**src/rtl/exu_wb_arb_pkg.sv**
```systemverilog
// Shared types for the execution-unit writeback arbiter: the buffered request
// record and the requester index map.
package exu_wb_arb_pkg;

    localparam int XLEN = 32;

    localparam int WB_ALU = 0;
    localparam int WB_MUL = 1;
    localparam int WB_DIV = 2;
    localparam int WB_LSU = 3;

    typedef struct packed {
        logic [4:0]      rd_addr;
        logic [XLEN-1:0] data;
        logic [XLEN-1:0] instr_tag;
        logic [31:0]     instr;
    } wb_req_t;

endpackage

```
**src/rtl/exu_wb_arb_if.sv**
```systemverilog
// Functional-unit writeback requests in, single register-file write port and
// issue back-pressure out.
interface exu_wb_arb_if #(
    parameter int NREQ = 4
);
    import exu_wb_arb_pkg::*;

    logic [NREQ-1:0]            req_valid;
    logic [NREQ-1:0][4:0]       req_rd_addr;
    logic [NREQ-1:0][XLEN-1:0]  req_data;
    logic [NREQ-1:0][XLEN-1:0]  req_instr_tag;
    logic [NREQ-1:0][31:0]      req_instr;

    logic                       wb_rd_wr_en;
    logic [4:0]                 wb_rd_addr;
    logic [XLEN-1:0]            wb_data;
    logic [XLEN-1:0]            wb_instr_tag;
    logic [31:0]                wb_instr;
    logic [NREQ-1:0]            wb_grant;
    logic                       wb_stall;
    logic                       ovf_err;

    modport master (
        output req_valid, req_rd_addr, req_data, req_instr_tag, req_instr,
        input  wb_rd_wr_en, wb_rd_addr, wb_data, wb_instr_tag, wb_instr,
               wb_grant, wb_stall, ovf_err
    );

    modport slave (
        input  req_valid, req_rd_addr, req_data, req_instr_tag, req_instr,
        output wb_rd_wr_en, wb_rd_addr, wb_data, wb_instr_tag, wb_instr,
               wb_grant, wb_stall, ovf_err
    );

endinterface

```
**src/rtl/wb_fifo.sv**
```systemverilog
// Per-requester synchronous FIFO of writeback records. A push into a full
// FIFO is accepted only when a pop frees a slot in the same cycle.
module wb_fifo
    import exu_wb_arb_pkg::*;
#(
    parameter int DEPTH = 4
) (
    input  logic                         clk,
    input  logic                         rst,
    input  logic                         push,
    input  wb_req_t                      push_data,
    input  logic                         pop,
    output wb_req_t                      head,
    output logic [$clog2(DEPTH+1)-1:0]   count,
    output logic                         full,
    output logic                         empty
);
    localparam int AW = (DEPTH > 1) ? $clog2(DEPTH) : 1;
    localparam int CW = $clog2(DEPTH + 1);

    wb_req_t         mem_r [DEPTH];
    logic [AW-1:0]   wr_ptr_r;
    logic [AW-1:0]   rd_ptr_r;
    logic [CW-1:0]   count_r;
    logic            do_push_s;
    logic            do_pop_s;

    assign full      = (count_r == CW'(DEPTH));
    assign empty     = (count_r == CW'(0));
    assign count     = count_r;
    assign head      = mem_r[rd_ptr_r];
    assign do_pop_s  = pop && !empty;
    assign do_push_s = push && (!full || do_pop_s);

    // Storage array; contents are don't-care while the FIFO is empty.
    always_ff @(posedge clk) begin
        if (do_push_s) begin
            mem_r[wr_ptr_r] <= push_data;
        end
    end

    // Pointers and occupancy.
    always_ff @(posedge clk) begin
        if (rst) begin
            wr_ptr_r <= '0;
            rd_ptr_r <= '0;
            count_r  <= '0;
        end else begin
            if (do_push_s) begin
                wr_ptr_r <= wr_ptr_r + AW'(1);
            end
            if (do_pop_s) begin
                rd_ptr_r <= rd_ptr_r + AW'(1);
            end
            case ({do_push_s, do_pop_s})
                2'b10:   count_r <= count_r + CW'(1);
                2'b01:   count_r <= count_r - CW'(1);
                default: count_r <= count_r;
            endcase
        end
    end

endmodule

```
**src/rtl/exu_wb_arb.sv**
```systemverilog
// Writeback arbiter: buffers each functional unit's completions and grants one
// per cycle to the registered register-file write port, with anti-starvation.
module exu_wb_arb
    import exu_wb_arb_pkg::*;
#(
    parameter int NREQ         = 4,
    parameter int DEPTH        = 4,
    parameter int STARVE_LIMIT = 8
) (
    input  logic              clk,
    input  logic              rst,
    exu_wb_arb_if.slave       bus
);
    localparam int CW = $clog2(DEPTH + 1);
    localparam int WW = $clog2(STARVE_LIMIT + 1);

    wb_req_t          in_req_s   [NREQ];
    wb_req_t          fifo_head_s[NREQ];
    wb_req_t          head_s     [NREQ];
    wb_req_t          sel_s;
    logic [CW-1:0]    count_s    [NREQ];
    logic [WW-1:0]    wait_r     [NREQ];
    logic [NREQ-1:0]  in_ok_s, head_valid_s, starved_s, grant_s;
    logic [NREQ-1:0]  push_s, pop_s, drop_s, full_s, empty_s, near_full_s;

    logic             wb_rd_wr_en_r;
    logic [4:0]       wb_rd_addr_r;
    logic [XLEN-1:0]  wb_data_r;
    logic [XLEN-1:0]  wb_instr_tag_r;
    logic [31:0]      wb_instr_r;
    logic [NREQ-1:0]  wb_grant_r;
    logic             ovf_r;

    // Highest-index set bit wins, matching LSU > DIV > MUL > ALU.
    function automatic logic [NREQ-1:0] pick_highest(input logic [NREQ-1:0] cand);
        logic [NREQ-1:0] onehot;
        onehot = '0;
        for (int i = 0; i < NREQ; i++) begin
            if (cand[i]) begin
                onehot = NREQ'(1) << i;
            end else begin
                onehot = onehot;
            end
        end
        return onehot;
    endfunction

    for (genvar g = 0; g < NREQ; g++) begin : g_req
        assign in_req_s[g].rd_addr   = bus.req_rd_addr[g];
        assign in_req_s[g].data      = bus.req_data[g];
        assign in_req_s[g].instr_tag = bus.req_instr_tag[g];
        assign in_req_s[g].instr     = bus.req_instr[g];
        assign in_ok_s[g]     = bus.req_valid[g] && (bus.req_rd_addr[g] != 5'd0);
        assign near_full_s[g] = (count_s[g] >= CW'(DEPTH - 1));

        wb_fifo #(.DEPTH(DEPTH)) u_fifo (
            .clk       (clk),
            .rst       (rst),
            .push      (push_s[g]),
            .push_data (in_req_s[g]),
            .pop       (pop_s[g]),
            .head      (fifo_head_s[g]),
            .count     (count_s[g]),
            .full      (full_s[g]),
            .empty     (empty_s[g])
        );
    end

    // Effective heads (buffered entry, else bypass of the incoming request) and arbitration.
    always_comb begin
        for (int i = 0; i < NREQ; i++) begin
            head_valid_s[i] = !empty_s[i] || in_ok_s[i];
            head_s[i]       = empty_s[i] ? in_req_s[i] : fifo_head_s[i];
            starved_s[i]    = head_valid_s[i] && (wait_r[i] == WW'(STARVE_LIMIT));
        end
        if (|starved_s) begin
            grant_s = pick_highest(starved_s);
        end else begin
            grant_s = pick_highest(head_valid_s);
        end
    end

    // Queue bookkeeping: a granted bypass never enters the FIFO, a losing one does.
    always_comb begin
        sel_s = '0;
        for (int i = 0; i < NREQ; i++) begin
            pop_s[i]  = grant_s[i] && !empty_s[i];
            push_s[i] = in_ok_s[i] && !(grant_s[i] && empty_s[i]);
            drop_s[i] = push_s[i] && full_s[i] && !pop_s[i];
            if (grant_s[i]) begin
                sel_s = head_s[i];
            end else begin
                sel_s = sel_s;
            end
        end
    end

    // Wait counters, sticky overflow and the registered write port.
    always_ff @(posedge clk) begin
        if (rst) begin
            for (int i = 0; i < NREQ; i++) begin
                wait_r[i] <= '0;
            end
            wb_rd_wr_en_r  <= 1'b0;
            wb_rd_addr_r   <= 5'd0;
            wb_data_r      <= '0;
            wb_instr_tag_r <= '0;
            wb_instr_r     <= 32'd0;
            wb_grant_r     <= '0;
            ovf_r          <= 1'b0;
        end else begin
            for (int i = 0; i < NREQ; i++) begin
                if (head_valid_s[i] && !grant_s[i]) begin
                    if (wait_r[i] != WW'(STARVE_LIMIT)) begin
                        wait_r[i] <= wait_r[i] + WW'(1);
                    end
                end else begin
                    wait_r[i] <= '0;
                end
            end
            wb_rd_wr_en_r  <= |grant_s;
            wb_rd_addr_r   <= sel_s.rd_addr;
            wb_data_r      <= sel_s.data;
            wb_instr_tag_r <= sel_s.instr_tag;
            wb_instr_r     <= sel_s.instr;
            wb_grant_r     <= grant_s;
            ovf_r          <= ovf_r | (|drop_s);
        end
    end

    assign bus.wb_rd_wr_en  = wb_rd_wr_en_r;
    assign bus.wb_rd_addr   = wb_rd_addr_r;
    assign bus.wb_data      = wb_data_r;
    assign bus.wb_instr_tag = wb_instr_tag_r;
    assign bus.wb_instr     = wb_instr_r;
    assign bus.wb_grant     = wb_grant_r;
    assign bus.wb_stall     = |near_full_s;
    assign bus.ovf_err      = ovf_r;

endmodule
```
**src/flat_wrapper.sv**
```systemverilog
// flat-port wrapper written by rule: the top's interface ports become plain ports
module exu_wb_arb_flat import exu_wb_arb_pkg::*;
#(
    parameter int NREQ         = 4,
    parameter int DEPTH        = 4,
    parameter int STARVE_LIMIT = 8
)
  (clk, rst, bus_req_valid, bus_req_rd_addr, bus_req_data, bus_req_instr_tag, bus_req_instr, bus_wb_rd_wr_en, bus_wb_rd_addr, bus_wb_data, bus_wb_instr_tag, bus_wb_instr, bus_wb_grant, bus_wb_stall, bus_ovf_err);
  exu_wb_arb_if #(.NREQ(NREQ)) bus_i ();
  input  logic clk;
  input  logic rst;
  input wire logic [$bits(bus_i.req_valid)-1:0] bus_req_valid;
  input wire logic [$bits(bus_i.req_rd_addr)-1:0] bus_req_rd_addr;
  input wire logic [$bits(bus_i.req_data)-1:0] bus_req_data;
  input wire logic [$bits(bus_i.req_instr_tag)-1:0] bus_req_instr_tag;
  input wire logic [$bits(bus_i.req_instr)-1:0] bus_req_instr;
  output wire logic [$bits(bus_i.wb_rd_wr_en)-1:0] bus_wb_rd_wr_en;
  output wire logic [$bits(bus_i.wb_rd_addr)-1:0] bus_wb_rd_addr;
  output wire logic [$bits(bus_i.wb_data)-1:0] bus_wb_data;
  output wire logic [$bits(bus_i.wb_instr_tag)-1:0] bus_wb_instr_tag;
  output wire logic [$bits(bus_i.wb_instr)-1:0] bus_wb_instr;
  output wire logic [$bits(bus_i.wb_grant)-1:0] bus_wb_grant;
  output wire logic [$bits(bus_i.wb_stall)-1:0] bus_wb_stall;
  output wire logic [$bits(bus_i.ovf_err)-1:0] bus_ovf_err;
  assign bus_i.req_valid = bus_req_valid;
  assign bus_i.req_rd_addr = bus_req_rd_addr;
  assign bus_i.req_data = bus_req_data;
  assign bus_i.req_instr_tag = bus_req_instr_tag;
  assign bus_i.req_instr = bus_req_instr;
  assign bus_wb_rd_wr_en = bus_i.wb_rd_wr_en;
  assign bus_wb_rd_addr = bus_i.wb_rd_addr;
  assign bus_wb_data = bus_i.wb_data;
  assign bus_wb_instr_tag = bus_i.wb_instr_tag;
  assign bus_wb_instr = bus_i.wb_instr;
  assign bus_wb_grant = bus_i.wb_grant;
  assign bus_wb_stall = bus_i.wb_stall;
  assign bus_ovf_err = bus_i.ovf_err;
  exu_wb_arb #(.NREQ(NREQ), .DEPTH(DEPTH), .STARVE_LIMIT(STARVE_LIMIT)) u_core (.clk(clk), .rst(rst), .bus(bus_i));
endmodule
```
**config.mk**
```make
export PLATFORM = sky130hd
export DESIGN_NAME = exu_wb_arb_flat
export DESIGN_NICKNAME = d
export VERILOG_FILES = /design/src/rtl/exu_wb_arb_pkg.sv /design/src/rtl/exu_wb_arb_if.sv /design/src/rtl/wb_fifo.sv /design/src/rtl/exu_wb_arb.sv /design/src/flat_wrapper.sv
export SDC_FILE = /design/constraint.sdc
export NUM_CORES = 2
export LEC_CHECK = 0
export BUFFER_PORTS_ARGS = -buffer_cell sky130_fd_sc_hd__clkbuf_2
export CORE_ASPECT_RATIO = 0.9
export CORE_MARGIN = 8
export CORE_UTILIZATION = 33
export CTS_BUF_LIST = sky130_fd_sc_hd__clkbuf_4 sky130_fd_sc_hd__clkbuf_8 sky130_fd_sc_hd__clkbuf_16
export DETAILED_ROUTE_END_ITERATION = 8
export GPL_TIMING_DRIVEN = 0
export PLACE_DENSITY_LB_ADDON = 0.08
export SETUP_SLACK_MARGIN = 0.2
export SLEW_MARGIN = 30
export SYNTH_ARGS = -nofsm -noshare
export SYNTH_HDL_FRONTEND = slang
export SYNTH_SLANG_ARGS = --single-unit
export TNS_END_PERCENT = 5
```
**constraint.sdc**
```tcl
create_clock -name clk -period 7.6 [get_ports clk]
set_clock_uncertainty 0.2 [all_clocks]
set_input_delay 1.14 -clock clk [delete_from_list [all_inputs] [get_ports clk]]
set_output_delay 1.14 -clock clk [all_outputs]
set_load 0.01 [all_outputs]
```
# Word-level counts from Yosys, hierarchy flattened
# Memories as Yosys holds them, arrays and structs flattened. A register that Yosys moved wholly into a read port is not among the register bits.
# Cells that the tools add are included.
totals:
  in_bits: 410
  reg_bits: 135
  n_memories: 5
  rom_bits: 0
  out_inout_bits: 108
  latchBits: 0
  ram_bits: 1632
  elab_cells: 236
memory_table:
  columns: ["name", "depth", "width", "rd", "rd_clocked_by_memory_dff", "write_ports", "line", "rtl"]
  rows:
  - ["u_core.g_req[0].u_fifo.mem_r", 4, 101, 1, 1, 1, "wb_fifo.sv:21", "wb_req_t mem_r [DEPTH];"]
  - ["u_core.g_req[1].u_fifo.mem_r", 4, 101, 1, 1, 1, "wb_fifo.sv:21", null]
  - ["u_core.g_req[2].u_fifo.mem_r", 4, 101, 1, 1, 1, "wb_fifo.sv:21", null]
  - ["u_core.g_req[3].u_fifo.mem_r", 4, 101, 1, 1, 1, "wb_fifo.sv:21", null]
  - ["u_core.wait_r", 4, 4, 4, 0, 4, "exu_wb_arb.sv:22", "logic [WW-1:0] wait_r [NREQ];"]
classes:
  eq_ne: 20
  bitwise_logic: 9
  n_reduce_logical: 84
  shift: 0
  mul: 0
  muxes: 75
  n_lt_le_gt_ge: 4
  add_sub_neg: 20
  n_div: 0
ops:
  columns: ["operator", "n"]
  rows:
  - ["$mux 101", 8]
  - ["$mux 4", 11]
  - ["$logic_and 1x1->1", 40]
  - ["$mux 1", 40]
  - ["$pmux 3 s2", 4]
  - ["$logic_not 1->1", 20]
  - ["$mux 2", 10]
  - ["$reduce_bool 5->1", 4]
  - ["$add 2x1->2 const B", 8]
  - ["$add 4x1->4 const B", 4]
  - ["$eq 4x4->1 const B", 4]
  - ["$ne 4x4->1 const B", 4]
  - ["$reduce_or 4->1", 4]
  - ["$add 3x1->3 const B", 4]
  - ["$eq 3x3->1 const B", 4]
  - ["$ge 3x2->1 const B", 4]
  - ["$logic_not 3->1", 4]
  - ["$sub 3x1->3 const B", 4]
  - ["$or 1x1->1", 9]
  - ["$eq 2x1->1 const B", 4]
  - ["$eq 2x2->1 const B", 4]
  - ["$logic_or 1x1->1", 8]
  - ["$reduce_bool 2->1", 4]
  - ["$mux 3", 2]

# Logic depth before layout (Yosys ltp)
depth:
  word_depth: 16
  depth_mapped: 16
  mapped_depth_nobuf: 13

# Cells and area by module
# Synthesis repeated with hierarchy kept, for this count alone.
hier_totals:
  cells_unflattened: 3426
  area_unflattened_um2: 69809.5
modules_own_cells:
  columns: ["module", "area_per_inst_um2", "cells_per_inst", "seq_area_each_um2", "instances"]
  rows:
  - ["wb_fifo (u_core.g_req[0].u_fifo ...)", 15065.7, 586, 12311.8, 2]
  - ["wb_fifo (u_core.g_req[1].u_fifo ...)", 15061.9, 581, 12311.8, 2]
  - ["exu_wb_arb", 9554.2, 1092, 2622.5, 1]

# Least setup slack after synthesis
# No wires, ideal clock.
synth_path:
  kind: "input to register"
  startpoint: "in bus_req_rd_addr[1]"
  endpoint: "mem u_core.g_req[2].u_fifo.mem_r[0][0] (netlist bit) (enable)"
  path_slack_ns: 1.989
  setup_ns: 0.471
  stages: 6
  required_ns: 6.929
  arrival_ns: 4.940
  path_buffers: 0
  cell_sequence: "nor4_1 a21oi_2 a221oi_4 nor3_1 a211oi_2 and2_1"
synth_between:
  elab_chain_len: 12
  word_cells_on_any_way: 15
  classes_between: "3 x mux; 12 x reduce/logical"
synth_rtl:
  columns: ["item", "line", "rtl"]
  rows:
  - ["from (decl)", "flat_wrapper.sv:13", "input wire logic [$bits(bus_i.req_rd_addr)-1:0] bus_req_rd_addr;"]
  - ["$reduce_bool 5->1 *", "exu_wb_arb.sv:53", "assign in_ok_s[g] = bus.req_valid[g] && (bus.req_rd_addr[g] != 5'd0);"]
  - ["$logic_and 1x1->1 *", "exu_wb_arb.sv:53", null]
  - ["$logic_or 1x1->1 *", "exu_wb_arb.sv:72", "head_valid_s[i] = !empty_s[i] || in_ok_s[i];"]
  - ["$logic_and 1x1->1 *", "exu_wb_arb.sv:74", "starved_s[i] = head_valid_s[i] && (wait_r[i] == WW'(STARVE_LIMIT));"]
  - ["$reduce_or 4->1 *", "exu_wb_arb.sv:76", "if (|starved_s) begin"]
  - ["$mux 4 *", "exu_wb_arb.sv:76", null]
  - ["$logic_and 1x1->1 (on tied branches)", "exu_wb_arb.sv:88, exu_wb_arb.sv:87", null]
  - ["$logic_not 1->1 or $logic_and 1x1->1 (tied branches)", "exu_wb_arb.sv:88, wb_fifo.sv:32", null]
  - ["$logic_and 1x1->1 or $logic_or 1x1->1 (tied branches)", "exu_wb_arb.sv:88, wb_fifo.sv:33", null]
  - ["$logic_and 1x1->1 *", "wb_fifo.sv:33", "assign do_push_s = push && (!full || do_pop_s);"]
  - ["$mux 1 *", "wb_fifo.sv:37", "if (do_push_s) begin"]
  - ["$mux 1 (not written as such) *", "wb_fifo.sv:38", "mem_r[wr_ptr_r] <= push_data;"]
  - ["to (decl)", "wb_fifo.sv:21", null]
# Mark *: on every way between the ends. The rest lies on a longest branch, timed or not.

# Final worst setup path
layout_path:
  startpoint: "in bus_req_rd_addr[1]"
  endpoint: "mem u_core.g_req[2].u_fifo.mem_r[0][49] (netlist bit) (enable)"
# The elaborated chain is that of the path after synthesis.

==> results.py <==
metrics = {
    "outcome": {
        "status": "finished clean",
    },
    "clocking": {
        "htree_levels": 4,
        "cts_hold_buf": 0,
        "numCtsBuffers": 194,
        "ctsLongestPathBuffers": 3,
        "cts_resized": 0,
        "clock-sinks": 1775,
        "cts_setup_buffers": 0,
        "clk_pin_slew_ns": 0.06,
        "cts_tree": "yes",
        "worst_skew_pair.late_latency_ns": 0.83,
        "cts-root-buf": "clkbuf_16",
    },
    "synthesis": {
        "yosysSeqAreaShare_pct": 73.0,
        "synth_edf_count": 1632,
        "ys.flop_type": "edfxtp_1",
        "syn_inst": 3989,
        "ys_async_sr_fraction_pct": 0,
        "synth_cell_type_count": 81,
        "yosysWarnings": 0,
        "synth_area_per_cell_um2": 17.8,
        "ys_ff_latch": 1775,
        "synth_area_um2": 71000,
    },
    "setup_path": {
        "start_kind": "input port",
        "critPathTopFamily": "compound AO/OA/AOI/OAI gates",
        "crit_fanout": 34,
        "max_stage_delay_ns": 0.63,
        "cp_data_arrival_time_ns": 4.61,
        "worst-path-buf-inv": 3,
        "crit_path_end_kind": "flop",
        "slowest_stage": "nor4_1",
        "critPathKind": "in -> reg",
        "path_cells": "clkbuf_2 -> nor4_1 -> a21oi_2 -> a221oi_4 -> nor3_1 -> a211oi_2 -> and2_4 -> buf_12 -> buf_16",
        "cp.required_ns": 7.89,
    },
    "power": {
        "ir_worst_vdd_uv": 182,
        "powerDensity_nw_per_um2": 317,
        "p_total_mw": 27.1,
        "leakagePower_nw": 28.7,
    },
    "global_routing": {
        "overflow": 0,
        "antenna_found_initial": 113,
        "grt_pass1_vias": 40800,
        "grt_max_degree": 37,
        "grt_usage_pct": 19.6,
        "grt_pass1_wl_mm": 323,
    },
    "drt": {
        "num_vias": 40200,
        "final_antenna_net_count": 0,
        "post_drt_wl_per_cell_um": 29.6,
        "first_pass_iters": 5,
        "drc_errors": 0,
        "detail_route.iter0.violations": 3636,
        "wl_mm": 232,
        "via_per_inst": 5.13,
    },
    "floorplanning": {
        "fp-row-count": 161,
        "ios": 518,
        "start_util_pct": 33.2,
        "die_area_um2": 230000,
        "die_w_um": 505,
        "core_area_um2": 214000,
        "die_h_um": 456,
    },
    "sta": {
        "setup_viol": 0,
        "fin_crit_ns": 4.32,
        "slew_headroom_pct": 31.3,
        "hold_slack_ns": 0.303,
        "finalHoldViolations": 0,
        "max_freq_mhz": 231,
        "post-route-period-util_pct": 56.9,
        "rsz0062_at_grt": "no",
        "setup_tns_ns": 0,
        "slew_violations": 0,
        "tightest_slew_ns": 1.03,
    },
    "flow_run": {
        "drv_cap": 0,
    },
    "cells_and_area": {
        "final_area_um2": 85700,
        "drive_gt1_share_pct": 32.7,
        "area_growth_syn_to_layout_pct": 20.6,
        "final_nets": 5212,
        "final_cells": 7835,
    },
    "place": {
        "dp_hpwl_mm": 163,
        "port_buffers": 516,
        "routabilityCongestion": 0.781,
        "place_inst": 7430,
        "postPlaceCellArea_um2": 78900,
    },
    "worst_hold_path": {
        "hold_class": "reg -> reg",
    },
}
[where the power goes]
group,internal (mW),leakage (nW),switching [mW]
logic,2.06,9.25,3.50
registers,11.6,16.1,0.246
clock network,5.72,3.35,4.01
total,19.4,28.7,7.75
[path summary, 6_finish.rpt]
path | slack [ns] | startpoint | to | cells past startpoint
worst max-delay path | 3.28 | bus_req_rd_addr[1] | u_core.g_req[2].u_fifo.mem_r[0][49] | 9
worst min-delay path | 0.30 | u_core.g_req[3].u_fifo.rd_ptr_r[1] | u_core.g_req[3].u_fifo.rd_ptr_r[1] | 2
worst max register to register | 3.45 | u_core.wait_r[0][8] | u_core.g_req[2].u_fifo.mem_r[0][49] | 11
worst min register to register | 0.30 | u_core.g_req[3].u_fifo.rd_ptr_r[1] | u_core.g_req[3].u_fifo.rd_ptr_r[1] | 2
[cell usage after synthesis (all sizes together) (4+ instances only)]
library cell,number,area share (%)
edfxtp,1632,69
nand2,831,4.4
mux4,404,13
clkbuf,154,0.81
dfxtp,143,4.0
a22oi,116,1.2
o21ai,107,0.76
mux2,106,1.7
a41oi,103,1.4
buf,85,0.72
nor2,51,0.27
inv,36,0.19
ha,24,0.42
a21oi,22,0.17
nor4,15,0.30
nand3,14,0.099
nor3,14,0.14
and2,12,0.11
xnor2,12,0.15
a211oi,10,0.11
a21o,7,0.097
or3,7,0.062
a221oi,6,0.099
or4,6,0.063
and3,5,0.044
o21a,5,0.055
o31ai,5,0.072
or2,5,0.044
fa,4,0.11
nand4,4,0.035
xor2,4,0.049
[per-layer routing]
metal / vias to the layer above / global-route usage [%] / part of all wire [%]
met1: 21000 / 26.7 / 43
met5: - / 0 / 0.12
met4: 42 / 4.78 / 2.3
met3: 388 / 4.55 / 6.4
li1: 17500 / - / -
met2: 1293 / 31.8 / 48
[worst min-delay path: cells and delay by family, from the launching register on]
family	cells	cell delay (ns)
flops	1	0.31
compound gates	2	0.14
[cell usage in the layout (no fill, tap or decap), types with 93 or more instances in the layout]
cell / n
a22oi_1: 116
clkbuf_1: 123
clkbuf_16: 197
clkbuf_2: 546
dfxtp_1: 143
edfxtp_1: 1632
mux2_2: 103
mux4_2: 404
nand2_1: 831
o21ai_0: 93
[state kept, by name, summed over array words and instances, names as in the netlist, named ones only]
register	count
u_core.bus.wb_grant	4
u_core.bus.wb_rd_wr_en	1
u_core.bus.ovf_err	1
u_core.g_req.u_fifo.mem_r	1616
u_core.g_req.u_fifo.count	12
u_core.bus.wb_instr	32
u_core.bus.wb_rd_addr	5
u_core.bus.wb_instr_tag	32
u_core.g_req.u_fifo.wr_ptr_r	8
u_core.g_req.u_fifo.rd_ptr_r	8
u_core.wait_r	16
u_core.bus.wb_data	32
[final cells by class]
type,instances,area (µm²)
Clock buffer,276,5650
Tap cell,2852,3570
Sequential cell,1775,51900
Timing Repair Buffer,586,4180
Antenna cell,37,92.6
Clock inverter,92,1010
Inverter,36,135
Multi-Input combinational cell,1942,18000
Fill cell,19700,128000
Buffer,239,1150
[cells by family (layout without fill, tap and decap cells)]
group / after synthesis / count (layout) / share of synthesized area, %
flip-flops: 1775 / 1775 / 73.0
AND/OR/NAND/NOR: 974 / 974 / 5.66
multiplexers: 513 / 513 / 14.5
AO/OA/AOI/OAI: 407 / 407 / 4.34
buffers and inverters: 275 / 1229 / 1.72
adder cells (fa/ha/maj): 28 / 28 / 0.535
XOR/XNOR: 16 / 16 / 0.197
other: 1 / 41 / 0.00528
[per-stage QoR]
stage          setup WS [ns]  utilization (%)
5_1_grt                 3.04             40.0
3_3_place_gp           -2.29             36.1
3_5_place_dp            2.36             36.9
2_1_floorplan           1.99                -
4_1_cts                 3.26             40.0
6_report                3.28             40.1
Note: power is estimated with default switching activity, not from simulation.
